<file path="config.mk">
export PLATFORM = sky130hd
export DESIGN_NAME = rf_wport_sched_flat
export DESIGN_NICKNAME = d
export VERILOG_FILES = /design/src/rtl/rf_wport_sched_pkg.sv /design/src/rtl/rf_wport_sched_if.sv /design/src/rtl/rf_wport_sched_wq_fifo.sv /design/src/rtl/rf_wport_sched.sv /design/src/flat_wrapper.sv
export SDC_FILE = /design/constraint.sdc
export NUM_CORES = 1
export LEC_CHECK = 0
export ABC_AREA = 1
export CAP_MARGIN = 15
export CORE_MARGIN = 2
export CORE_UTILIZATION = 30
export DETAILED_ROUTE_END_ITERATION = 12
export MAX_ROUTING_LAYER = met4
export SETUP_SLACK_MARGIN = 0.1
export SYNTH_ARGS = -nofsm -noshare
export SYNTH_HDL_FRONTEND = slang
export SYNTH_SLANG_ARGS = --single-unit
</file>
<file path="constraint.sdc">
create_clock -name clk -period 2.9 [get_ports clk]
set_clock_uncertainty 0.15 [all_clocks]
set_input_delay 0.435 -clock clk [delete_from_list [all_inputs] [get_ports clk]]
set_output_delay 0.435 -clock clk [all_outputs]
set_load 0.02 [all_outputs]
</file>
<file path="src/rtl/rf_wport_sched_pkg.sv">
// rf_wport_sched_pkg: shared register-address and write-request types for the write-port scheduler
package rf_wport_sched_pkg;
  typedef logic [3:0] reg_addr_t;
  localparam reg_addr_t R_PC = 4'd15;
  typedef struct packed {
    reg_addr_t   wa;
    logic [31:0] wd;
  } wr_req_t;
endpackage

</file>
<file path="src/rtl/rf_wport_sched_if.sv">
// rf_wport_sched_if: WB, MC, issue-stage and regfile-port signals around the write-port scheduler
interface rf_wport_sched_if;
  import rf_wport_sched_pkg::*;
  logic        wb_we;
  reg_addr_t   wb_wa;
  logic [31:0] wb_wd;
  logic        mc_valid;
  logic        mc_ready;
  reg_addr_t   mc_wa;
  logic [31:0] mc_wd;
  logic        iss_valid;
  logic        iss_we;
  logic        iss_mc;
  reg_addr_t   iss_rd;
  reg_addr_t   iss_ra1;
  reg_addr_t   iss_ra2;
  reg_addr_t   iss_ra3;
  logic        hazard;
  logic        stall_req;
  logic        rf_we;
  reg_addr_t   rf_wa;
  logic [31:0] rf_wd;
  logic        err_r15;
  modport slave (
    input  wb_we, wb_wa, wb_wd, mc_valid, mc_wa, mc_wd,
           iss_valid, iss_we, iss_mc, iss_rd, iss_ra1, iss_ra2, iss_ra3,
    output mc_ready, hazard, stall_req, rf_we, rf_wa, rf_wd, err_r15
  );
  modport master (
    output wb_we, wb_wa, wb_wd, mc_valid, mc_wa, mc_wd,
           iss_valid, iss_we, iss_mc, iss_rd, iss_ra1, iss_ra2, iss_ra3,
    input  mc_ready, hazard, stall_req, rf_we, rf_wa, rf_wd, err_r15
  );
endinterface

</file>
<file path="src/rtl/rf_wport_sched_wq_fifo.sv">
// rf_wport_sched_wq_fifo: small FIFO of pending MC write requests
module rf_wport_sched_wq_fifo
  import rf_wport_sched_pkg::*;
#(
  parameter int DEPTH = 2
) (
  input  logic    clk,
  input  logic    reset_n,
  input  logic    push_i,
  input  logic    pop_i,
  input  wr_req_t din_i,
  output wr_req_t head_o,
  output logic    full_o,
  output logic    empty_o
);
  localparam int AW = $clog2(DEPTH);
  localparam logic [AW:0] ONE = 1;
  wr_req_t     mem_q [DEPTH];
  logic [AW:0] wr_q, rd_q, wr_d, rd_d;
  // extra pointer bit distinguishes full from empty when the indices match
  assign empty_o = wr_q == rd_q;
  assign full_o  = (wr_q[AW] != rd_q[AW]) && (wr_q[AW-1:0] == rd_q[AW-1:0]);
  assign head_o  = mem_q[rd_q[AW-1:0]];
  always_comb begin
    wr_d = push_i ? wr_q + ONE : wr_q;
    rd_d = pop_i ? rd_q + ONE : rd_q;
  end
  always_ff @(posedge clk or negedge reset_n)
    if (!reset_n) begin
      wr_q <= '0;
      rd_q <= '0;
    end else begin
      wr_q <= wr_d;
      rd_q <= rd_d;
    end
  always_ff @(posedge clk)
    if (push_i) mem_q[wr_q[AW-1:0]] <= din_i;
endmodule

</file>
<file path="src/rtl/rf_wport_sched.sv">
// rf_wport_sched: arbitrates the regfile write port between WB and queued MC results,
// tracks in-flight MC destinations and raises issue hazards and WB stall requests
module rf_wport_sched
  import rf_wport_sched_pkg::*;
#(
  parameter int DEPTH        = 2,
  parameter int STARVE_LIMIT = 4
) (
  input logic             clk,
  input logic             reset_n,
  rf_wport_sched_if.slave bus
);
  localparam int AGW = $clog2(STARVE_LIMIT + 1);
  localparam logic [AGW-1:0] LIM = AGW'(STARVE_LIMIT);
  localparam logic [AGW-1:0] ONE = 1;
  wr_req_t        head;
  logic           full, empty, push, pop, wb_ok, hd_ok, set;
  logic [15:0]    bv;
  logic [14:0]    busy_q, busy_d;
  logic [AGW-1:0] age_q, age_d;
  logic           stall_q, err_q, err_d;
  rf_wport_sched_wq_fifo #(.DEPTH(DEPTH)) u_fifo (
    .clk     (clk),
    .reset_n (reset_n),
    .push_i  (push),
    .pop_i   (pop),
    .din_i   ('{wa: bus.mc_wa, wd: bus.mc_wd}),
    .head_o  (head),
    .full_o  (full),
    .empty_o (empty)
  );
  // R15 slot in bv is hard zero so lookups of R15 never report busy
  always_comb begin
    push   = bus.mc_valid && !full;
    wb_ok  = bus.wb_we && bus.wb_wa != R_PC;
    pop    = !empty && !wb_ok;
    hd_ok  = pop && head.wa != R_PC;
    bv     = {1'b0, busy_q};
    bus.hazard = bus.iss_valid && (bv[bus.iss_ra1] || bv[bus.iss_ra2] || bv[bus.iss_ra3] ||
                                   (bus.iss_we && bv[bus.iss_rd]));
    set    = bus.iss_valid && !bus.hazard && bus.iss_we && bus.iss_mc && bus.iss_rd != R_PC;
    busy_d = (busy_q & ~(15'(hd_ok) << head.wa)) | (15'(set) << bus.iss_rd);
    age_d  = (empty || pop) ? '0 : (age_q >= LIM ? LIM : age_q + ONE);
    err_d  = err_q || (bus.wb_we && bus.wb_wa == R_PC) || (pop && head.wa == R_PC);
  end
  always_ff @(posedge clk or negedge reset_n)
    if (!reset_n) begin
      busy_q  <= '0;
      age_q   <= '0;
      stall_q <= 1'b0;
      err_q   <= 1'b0;
    end else begin
      busy_q  <= busy_d;
      age_q   <= age_d;
      stall_q <= age_d >= LIM;
      err_q   <= err_d;
    end
  assign bus.mc_ready  = !full;
  assign bus.stall_req = stall_q;
  assign bus.err_r15   = err_q;
  assign bus.rf_we     = reset_n && (wb_ok || hd_ok);
  assign bus.rf_wa     = wb_ok ? bus.wb_wa : head.wa;
  assign bus.rf_wd     = wb_ok ? bus.wb_wd : head.wd;
endmodule

</file>
<file path="src/flat_wrapper.sv">
// flat-port wrapper written by rule: the top's interface ports become plain ports
module rf_wport_sched_flat import rf_wport_sched_pkg::*;
#(
  parameter int DEPTH        = 2,
  parameter int STARVE_LIMIT = 4
)
  (clk, reset_n, bus_wb_we, bus_wb_wa, bus_wb_wd, bus_mc_valid, bus_mc_wa, bus_mc_wd, bus_iss_valid, bus_iss_we, bus_iss_mc, bus_iss_rd, bus_iss_ra1, bus_iss_ra2, bus_iss_ra3, bus_mc_ready, bus_hazard, bus_stall_req, bus_rf_we, bus_rf_wa, bus_rf_wd, bus_err_r15);
  rf_wport_sched_if bus_i ();
  input logic clk;
  input logic reset_n;
  input wire logic [$bits(bus_i.wb_we)-1:0] bus_wb_we;
  input wire logic [$bits(bus_i.wb_wa)-1:0] bus_wb_wa;
  input wire logic [$bits(bus_i.wb_wd)-1:0] bus_wb_wd;
  input wire logic [$bits(bus_i.mc_valid)-1:0] bus_mc_valid;
  input wire logic [$bits(bus_i.mc_wa)-1:0] bus_mc_wa;
  input wire logic [$bits(bus_i.mc_wd)-1:0] bus_mc_wd;
  input wire logic [$bits(bus_i.iss_valid)-1:0] bus_iss_valid;
  input wire logic [$bits(bus_i.iss_we)-1:0] bus_iss_we;
  input wire logic [$bits(bus_i.iss_mc)-1:0] bus_iss_mc;
  input wire logic [$bits(bus_i.iss_rd)-1:0] bus_iss_rd;
  input wire logic [$bits(bus_i.iss_ra1)-1:0] bus_iss_ra1;
  input wire logic [$bits(bus_i.iss_ra2)-1:0] bus_iss_ra2;
  input wire logic [$bits(bus_i.iss_ra3)-1:0] bus_iss_ra3;
  output wire logic [$bits(bus_i.mc_ready)-1:0] bus_mc_ready;
  output wire logic [$bits(bus_i.hazard)-1:0] bus_hazard;
  output wire logic [$bits(bus_i.stall_req)-1:0] bus_stall_req;
  output wire logic [$bits(bus_i.rf_we)-1:0] bus_rf_we;
  output wire logic [$bits(bus_i.rf_wa)-1:0] bus_rf_wa;
  output wire logic [$bits(bus_i.rf_wd)-1:0] bus_rf_wd;
  output wire logic [$bits(bus_i.err_r15)-1:0] bus_err_r15;
  assign bus_i.wb_we = bus_wb_we;
  assign bus_i.wb_wa = bus_wb_wa;
  assign bus_i.wb_wd = bus_wb_wd;
  assign bus_i.mc_valid = bus_mc_valid;
  assign bus_i.mc_wa = bus_mc_wa;
  assign bus_i.mc_wd = bus_mc_wd;
  assign bus_i.iss_valid = bus_iss_valid;
  assign bus_i.iss_we = bus_iss_we;
  assign bus_i.iss_mc = bus_iss_mc;
  assign bus_i.iss_rd = bus_iss_rd;
  assign bus_i.iss_ra1 = bus_iss_ra1;
  assign bus_i.iss_ra2 = bus_iss_ra2;
  assign bus_i.iss_ra3 = bus_iss_ra3;
  assign bus_mc_ready = bus_i.mc_ready;
  assign bus_hazard = bus_i.hazard;
  assign bus_stall_req = bus_i.stall_req;
  assign bus_rf_we = bus_i.rf_we;
  assign bus_rf_wa = bus_i.rf_wa;
  assign bus_rf_wd = bus_i.rf_wd;
  assign bus_err_r15 = bus_i.err_r15;
  rf_wport_sched #(.DEPTH(DEPTH), .STARVE_LIMIT(STARVE_LIMIT)) u_core (.clk(clk), .reset_n(reset_n), .bus(bus_i));
endmodule
</file>
## Yosys cells after proc, flatten, opt, wreduce, memory -nomap -nowiden

Memory sizes are Yosys's and may differ from the RTL's.
Cells that the tools add are included.

| word-level totals | value |
|---|---|
| flip-flop bits (word level) | 24 |
| latch bits | 0 |
| memory bits (writable) | 72 |
| ROM bits | 0 |
| output and inout bits | 41 |
| memories | 1 |

| operators by class | value |
|---|---|
| add/subtract/negate cells | 3 |
| $mul | 0 |
| divide/modulo/power cells | 0 |
| $lt $le $gt $ge | 6 |
| eq/ne operators | 8 |
| shift operators | 2 |
| multiplexer cells | 14 |
| bitwise logic cells | 3 |
| reduce and logical (&&, ||, !) cells | 25 |

Memory list:

| name | depth | bits a word | rd ports | clocked after Yosys merged registers in | wr ports | RTL line | RTL |
|---|---|---|---|---|---|---|---|
| u_core.u_fifo.mem_q | 2 | 36 | 1 | 0 | 1 | rf_wport_sched_wq_fifo.sv:18 | `wr_req_t mem_q [DEPTH];` |

Operators by type and width:

| operator | count |
|---|---|
| 32-bit two-way mux | 1 |
| 1-bit by 4-bit << shifter with 15-bit output | 2 |
| 4-bit by 5-bit < comparator with 1-bit output (second input constant) | 4 |
| 1-bit binary-select mux with 4-bit select | 4 |
| 15-bit AND | 1 |
| 15-bit NOT | 1 |
| 15-bit bitwise OR | 1 |
| 1-bit logical AND | 14 |
| 4-bit != test (second input constant) | 3 |
| 4-bit equality test (second input constant) | 2 |
| 1-bit logical OR | 7 |
| 3-bit >= comparator (second input constant) | 2 |
| 1-bit two-way mux | 6 |
| 3-bit two-way mux | 2 |
| 2-bit by 1-bit adder with 2-bit output (second input constant) | 2 |
| 1-bit logical NOT | 4 |
| 4-bit two-way mux | 1 |
| 3-bit by 1-bit adder with 3-bit output (second input constant) | 1 |
| 2-bit equality test | 1 |
| 1-bit equality test | 1 |
| 1-bit != test | 1 |

## Logic depth before layout (Yosys ltp)

| depth | value |
|---|---|
| word-level depth | 13 |
| gate-level depth with buffers | 14 |

## Modules after synthesis

Synthesis repeated with hierarchy kept, for this count alone.

| unflattened totals | value |
|---|---|
| cells, all modules | 614 |
| area, all modules | 4993.5 µm² |

By module, submodules not included:

| module | times used | cells each | area each (µm²) | sequential area each (µm²) |
|---|---|---|---|---|
| rf_wport_sched_wq_fifo | 1 | 215 | 2821.5 | 2262.2 |
| rf_wport_sched | 1 | 399 | 2172.1 | 475.5 |

## Least setup slack after synthesis

No wires, ideal clock.

| timing | value |
|---|---|
| path type | reg2reg |
| from | reg u_core.u_fifo.rd_q[0] |
| to | mem u_core.u_fifo.mem_q[1][0] (netlist name), enable pin |
| data arrival time | 2.605 ns |
| required time | 2.317 ns |
| path slack | -0.288 ns |
| cell stages (with the launch flop) | 6 |
| path through | dfrtp_1 > buf_4 > xnor2_1 > nand2_1 > nand2_1 > nor2_1 |

| between the ends | value |
|---|---|
| cells in the longest elaborated chain, start to end | 6 |

RTL lines:

| element | RTL line | RTL |
|---|---|---|
| start, declared | rf_wport_sched_wq_fifo.sv:19 | `logic [AW:0] wr_q, rd_q, wr_d, rd_d;` |
| start signal, assigned | rf_wport_sched_wq_fifo.sv:34 | `rd_q <= rd_d;` |
| 1-bit equality test | rf_wport_sched_wq_fifo.sv:22 | `assign full_o = (wr_q[AW] != rd_q[AW]) && (wr_q[AW-1:0] == rd_q[AW-1:0]);` |
| 1-bit logical AND | rf_wport_sched_wq_fifo.sv:22 |  |
| 1-bit logical NOT | - |  |
| named net bus_mc_ready | flat_wrapper.sv:24 | `output wire logic [$bits(bus_i.mc_ready)-1:0] bus_mc_ready;` |
| 1-bit logical AND | rf_wport_sched.sv:34 | `push = bus.mc_valid && !full;` |
| 1-bit two-way mux | rf_wport_sched_wq_fifo.sv:37 | `if (push_i) mem_q[wr_q[AW-1:0]] <= din_i;` |
| 1-bit two-way mux (implied by the code) | rf_wport_sched_wq_fifo.sv:37 |  |
| end, declared | rf_wport_sched_wq_fifo.sv:18 |  |

The timed path passes the listed nets, and every way through them passes these cells.

## Worst setup path in the final report

| timing | value |
|---|---|
| from | in bus_wb_wa[0] |
| to | out bus_rf_wd[5] |

| between the ends | value |
|---|---|
| cells in the longest elaborated chain, start to end | 3 |

RTL lines:

| element | RTL line | RTL |
|---|---|---|
| start, declared | flat_wrapper.sv:12 | `input wire logic [$bits(bus_i.wb_wa)-1:0] bus_wb_wa;` |
| 4-bit != test | rf_wport_sched.sv:35 | `wb_ok = bus.wb_we && bus.wb_wa != R_PC;` |
| 1-bit logical AND | rf_wport_sched.sv:35 |  |
| 32-bit two-way mux | rf_wport_sched.sv:63 | `assign bus.rf_wd = wb_ok ? bus.wb_wd : head.wd;` |
| end, declared | flat_wrapper.sv:29 | `output wire logic [$bits(bus_i.rf_wd)-1:0] bus_rf_wd;` |

Every way passes these cells.

==> reports/summary.md <==
The remaining design rule violation count was 0; the die outline height was 130 µm. The logs give 2.09 ns for the endpoint arrival time on the critical path and 6530 µm² for the cell area after placement. The hold violation count in the final report is 0. The cell area after layout is 6790 µm². STA classifies the critical path endpoint as a primary output.

The logs give 15300 µm² for the placeable core region and 39 for the pin count of the biggest net entering global routing. The detailed placer's ending HPWL was 10200 µm; the share of Yosys cell area claimed by the top area cell type was 0.457. The count of port buffers added during placement works out to 135.

The first detailed-routing pass ran for 5 iterations. Synthesis produced a netlist whose cell count is 530. Walking the worst path, the cells encountered are clkdlybuf4s50_1 > nand4_1 > nand2_2 > buf_4 > nor2_1 > a31oi_1 > dlygate4sd2_1.

The repair_antennas step left the layout with diodes totalling 0. Share of synthesized area occupied by flip-flops and latches: 0.579. The number of CTS-inserted buffers was 9. Setup repair after global routing could not meet its margin everywhere. Count of placed standard cells in the final layout, fillers left out: 903. The clock transition at the registers of the reported paths works out to 0.07 ns. The clock insertion delay at the later pin of the skew report is 0.33 ns, and the area growth from synthesis to layout is 43.4%. Counting the fill cells in the layout gives 1511. Max-cap violations in this run came to 0. The clock period could shrink to 2.68 ns. Logic gate share of total power: 0.402. For the global-route total usage across every layer, the log shows 0.176. Counting every net in the synthesized netlist gives 627.

Maximum clock rate: 373 MHz. For the total area of sequential cells, the log shows 2740 µm². The clock tree synthesis step divided the H-tree into 3 levels. Power spread over the standard cell area amounts to 788 nW/µm². The number of antenna violations at the first check in global routing is 0, and the total grt overflow is 0.

The static leakage is 2.86 nW, and the net total in the final layout is 784. The number of placement rows came out at 45. In this run the clock root is driven by a sky130_fd_sc_hd__clkbuf_16. The worst-case headroom to the max-slew limit is 0.654, and the number of post-CTS setup repair buffers is 0.

The biggest area contributor in the post-synthesis netlist is sky130_fd_sc_hd__edfxtp_1. The overall die width works out to 130 µm. The share of the core filled with cells was 0.443; the final cycle utilization of the critical path was 0.924. The detail route stage leaves a number of antenna-violating nets equal to 0. The path type of the worst setup path was in2out.

The largest individual stage delay along the critical path comes from the cell sky130_fd_sc_hd__clkdlybuf4s50_1. The tools report the clock power share as 0.206. The internal power summed over all cells came out at 3.29 mW. The number of max-slew violations in the final report is 0, and the post-synthesis instance area is 4730 µm². Setup violations remaining at the end of the flow were counted as 0. Switching power share of the total: 0.385.

STA classifies the critical path startpoint as an input pin. TritonCTS built the clock tree. For the worst setup path, the data required time is 2.32 ns. The average routed wire per standard cell works out to 15.4 µm. The count of synthesis-stage warnings from yosys was 0; the mean post-synth cell area was 8.93 µm². Of all nets on the critical path, the largest fanout is 14.

The run finished with clean final reports. The logs give 4301 for the total number of vias and 0 ns for the aggregate negative setup slack. The tools report the initial detailed-routing violation count as 268. Final hold analysis gives a worst-case slack of 0.318 ns. In the final layout, the multi-input gates occupy 1720 µm². The proportion of power drawn by flip-flops and latches is 0.392, and the weighted congestion reported at the end of routability-driven placement is 0.875. The highest cell delay on the worst timing path works out to 0.51 ns. The tools report the switching power of the nets as 2.06 mW. The fraction of final layout cells sized beyond drive strength 1 is 0.110. By area the synthesized netlist is led by sky130_fd_sc_hd__edfxtp_1 46%, sky130_fd_sc_hd__nand2_1 13%, sky130_fd_sc_hd__dfrtp_1 12%, sky130_fd_sc_hd__nand3_1 5.3%, sky130_fd_sc_hd__a31oi_1 4.2%. The tools report the initial core utilization as 0.309. 136 I/O pins were placed. Synthesis inferred 95 register bits.

The tree built by TritonCTS fans out to 95 sinks. The maximum ir drop on the vdd rail is 0.445 mV. After detailed placement, the design holds a cell count of 887. The die covers 16800 µm². The tools report the number of global-route vias before repair as 4439. After detailed routing, the number of vias per cell comes to 4.76. The transition time at the pin with the least slew margin works out to 0.519 ns. The final wirelength is 13900 µm, and the hold buffer count at CTS is 0. The clock passes through at most 2 buffers. The count of cell types in the netlist is 35. First-pass GRT wire length: 22400 µm. The path class of the tightest hold or removal check is reg2reg.
## synth_stat cells, drive strengths merged
library cell	number
nand4	16
ha	2
buf	11
o211ai	1
nand2	169
xor2	2
edfxtp	72
a31oi	32
clkinv	3
nand3	52
or2	4
a21oi	4
o21a	2
nor3	2
xnor2	2
nor2	54
inv	46
clkbuf	10
nor3b	1
nand3b	1
o21ai	21
dfrtp	23
## cell type report
| type | instances | share of cell area |
|---|---|---|
| clock buffers | 9 | 0.0332 |
| flip-flops and latches | 95 | 0.403 |
| repair buffers | 167 | 0.234 |
| well taps | 211 | 0.0389 |
| multi-input cells | 365 | 0.254 |
| clock inverters | 7 | 0.00830 |
| inverters | 49 | 0.0282 |
## path summary, 6_finish.rpt
| path | slack [ns] | depth (start not counted) | end | startpoint |
|---|---|---|---|---|
| worst max-delay path | 0.22 | 7 | bus_rf_wd[5] | bus_wb_wa[0] |
| worst min register to register | 0.32 | 1 | u_core.age_q[0]$_DFF_PN0_ | u_core.age_q[0]$_DFF_PN0_ |
| max in group asynchronous | 1.96 | 2 | u_core.busy_q[2]$_DFF_PN0_ | reset_n |
| worst max register to register | 0.80 | 12 | u_core.busy_q[10]$_DFF_PN0_ | u_core.u_fifo.rd_q[0]$_DFFE_PN0P_ |
| worst min-delay path | 0.32 | 1 | u_core.age_q[0]$_DFF_PN0_ | u_core.age_q[0]$_DFF_PN0_ |
| min in group asynchronous | 0.40 | 2 | u_core.u_fifo.wr_q[0]$_DFFE_PN0P_ | reset_n |
## power groups by stage
stage                     clock (mW)  combinational [mW]  sequential, mW
after floorplan                    0                1.29            2.08
after global placement             0                2.25            2.11
after detailed placement           0                2.26            2.12
after CTS                       1.14                2.17            2.10
after global routing            1.19                2.39            2.14
final                           1.10                2.15            2.10
## what timing repair did
action | CTS | global route
resized for setup | 36 | 14
pin swaps | 1 | 0
setup endpoints to repair | 36 | 11
## registers in the layout, summed over array words and instances, names as in the netlist
signal	flops
u_core.u_fifo.mem_q	72
u_core.busy_q	15
u_core.u_fifo.rd_q	2
u_core.u_fifo.wr_q	2
u_core.age_q	3
u_core.bus.err_r15	1
## cell usage in the layout, fill, tap and decap left out, types with 2 or more instances in the layout
| cell type | Yosys | final |
|---|---|---|
| sky130_fd_sc_hd__nand4_1 | 16 | 16 |
| sky130_fd_sc_hd__inv_4 | 3 | 3 |
| sky130_fd_sc_hd__o21ai_1 | 15 | 15 |
| sky130_fd_sc_hd__inv_1 | 35 | 35 |
| sky130_fd_sc_hd__dlygate4sd2_1 | 0 | 28 |
| sky130_fd_sc_hd__inv_2 | 8 | 8 |
| sky130_fd_sc_hd__edfxtp_1 | 72 | 72 |
| sky130_fd_sc_hd__nor2_2 | 3 | 4 |
| sky130_fd_sc_hd__nor3_1 | 2 | 2 |
| sky130_fd_sc_hd__nor2_4 | 1 | 3 |
| sky130_fd_sc_hd__dfrtp_1 | 23 | 23 |
| sky130_fd_sc_hd__ha_1 | 2 | 2 |
| sky130_fd_sc_hd__nor2_1 | 50 | 47 |
| sky130_fd_sc_hd__or2_1 | 2 | 2 |
| sky130_fd_sc_hd__o21ai_0 | 3 | 3 |
| sky130_fd_sc_hd__buf_4 | 5 | 29 |
| sky130_fd_sc_hd__dlymetal6s2s_1 | 0 | 3 |
| sky130_fd_sc_hd__clkbuf_16 | 0 | 9 |
| sky130_fd_sc_hd__clkinvlp_4 | 0 | 3 |
| sky130_fd_sc_hd__a31oi_1 | 32 | 32 |
| sky130_fd_sc_hd__xor2_1 | 2 | 2 |
| sky130_fd_sc_hd__nand2_1 | 169 | 168 |
| sky130_fd_sc_hd__buf_12 | 0 | 2 |
| sky130_fd_sc_hd__o21ai_2 | 2 | 2 |
| sky130_fd_sc_hd__clkdlybuf4s15_1 | 0 | 7 |
| sky130_fd_sc_hd__xnor2_1 | 2 | 2 |
| sky130_fd_sc_hd__nand3_2 | 2 | 2 |
| sky130_fd_sc_hd__clkinv_1 | 3 | 3 |
| sky130_fd_sc_hd__a21oi_1 | 4 | 4 |
| sky130_fd_sc_hd__nand3_1 | 50 | 50 |
| sky130_fd_sc_hd__clkdlybuf4s50_1 | 0 | 96 |
## metal layers
| layer | vias to the layer above | wire, µm | GRT usage |
|---|---|---|---|
| li1 | 2115 | - | - |
| met1 | 2010 | 6060 | 0.221 |
| met2 | 166 | 6480 | 0.278 |
| met3 | 10 | 1250 | 0.0599 |
| met4 | 0 | 103 | 0.0354 |
| met5 | - | 0 | - |
## critical path, delay by kind of cell
family                 cells  cell delay, ns
buffers and inverters      3            1.09
AOI/OAI and AO/OA          1            0.18
and+or+nand+nor            3            0.38
## logic make-up (layout without fill, tap and decap cells)
family                     after synthesis  after routing  share of synthesized area
buffers and inverters                   70            232                     0.0616
DFF                                     95             95                      0.579
and+or+nand+nor                        299            299                      0.269
AOI/OAI and AO/OA                       60             60                     0.0777
xor gates and xnor gates                 4              4                    0.00740
adders and majority gates                2              2                    0.00529
## metrics by stage
stage | total power, mW | setup slack, ns
6_report | 5.35 | 0.220
5_1_grt | 5.72 | 0.0658
4_1_cts | 5.40 | 0.122
3_5_place_dp | 4.39 | -0.0785
3_3_place_gp | 4.35 | -0.0844
2_1_floorplan | 3.37 | 0.314
Power figures use the tool's default switching activity.
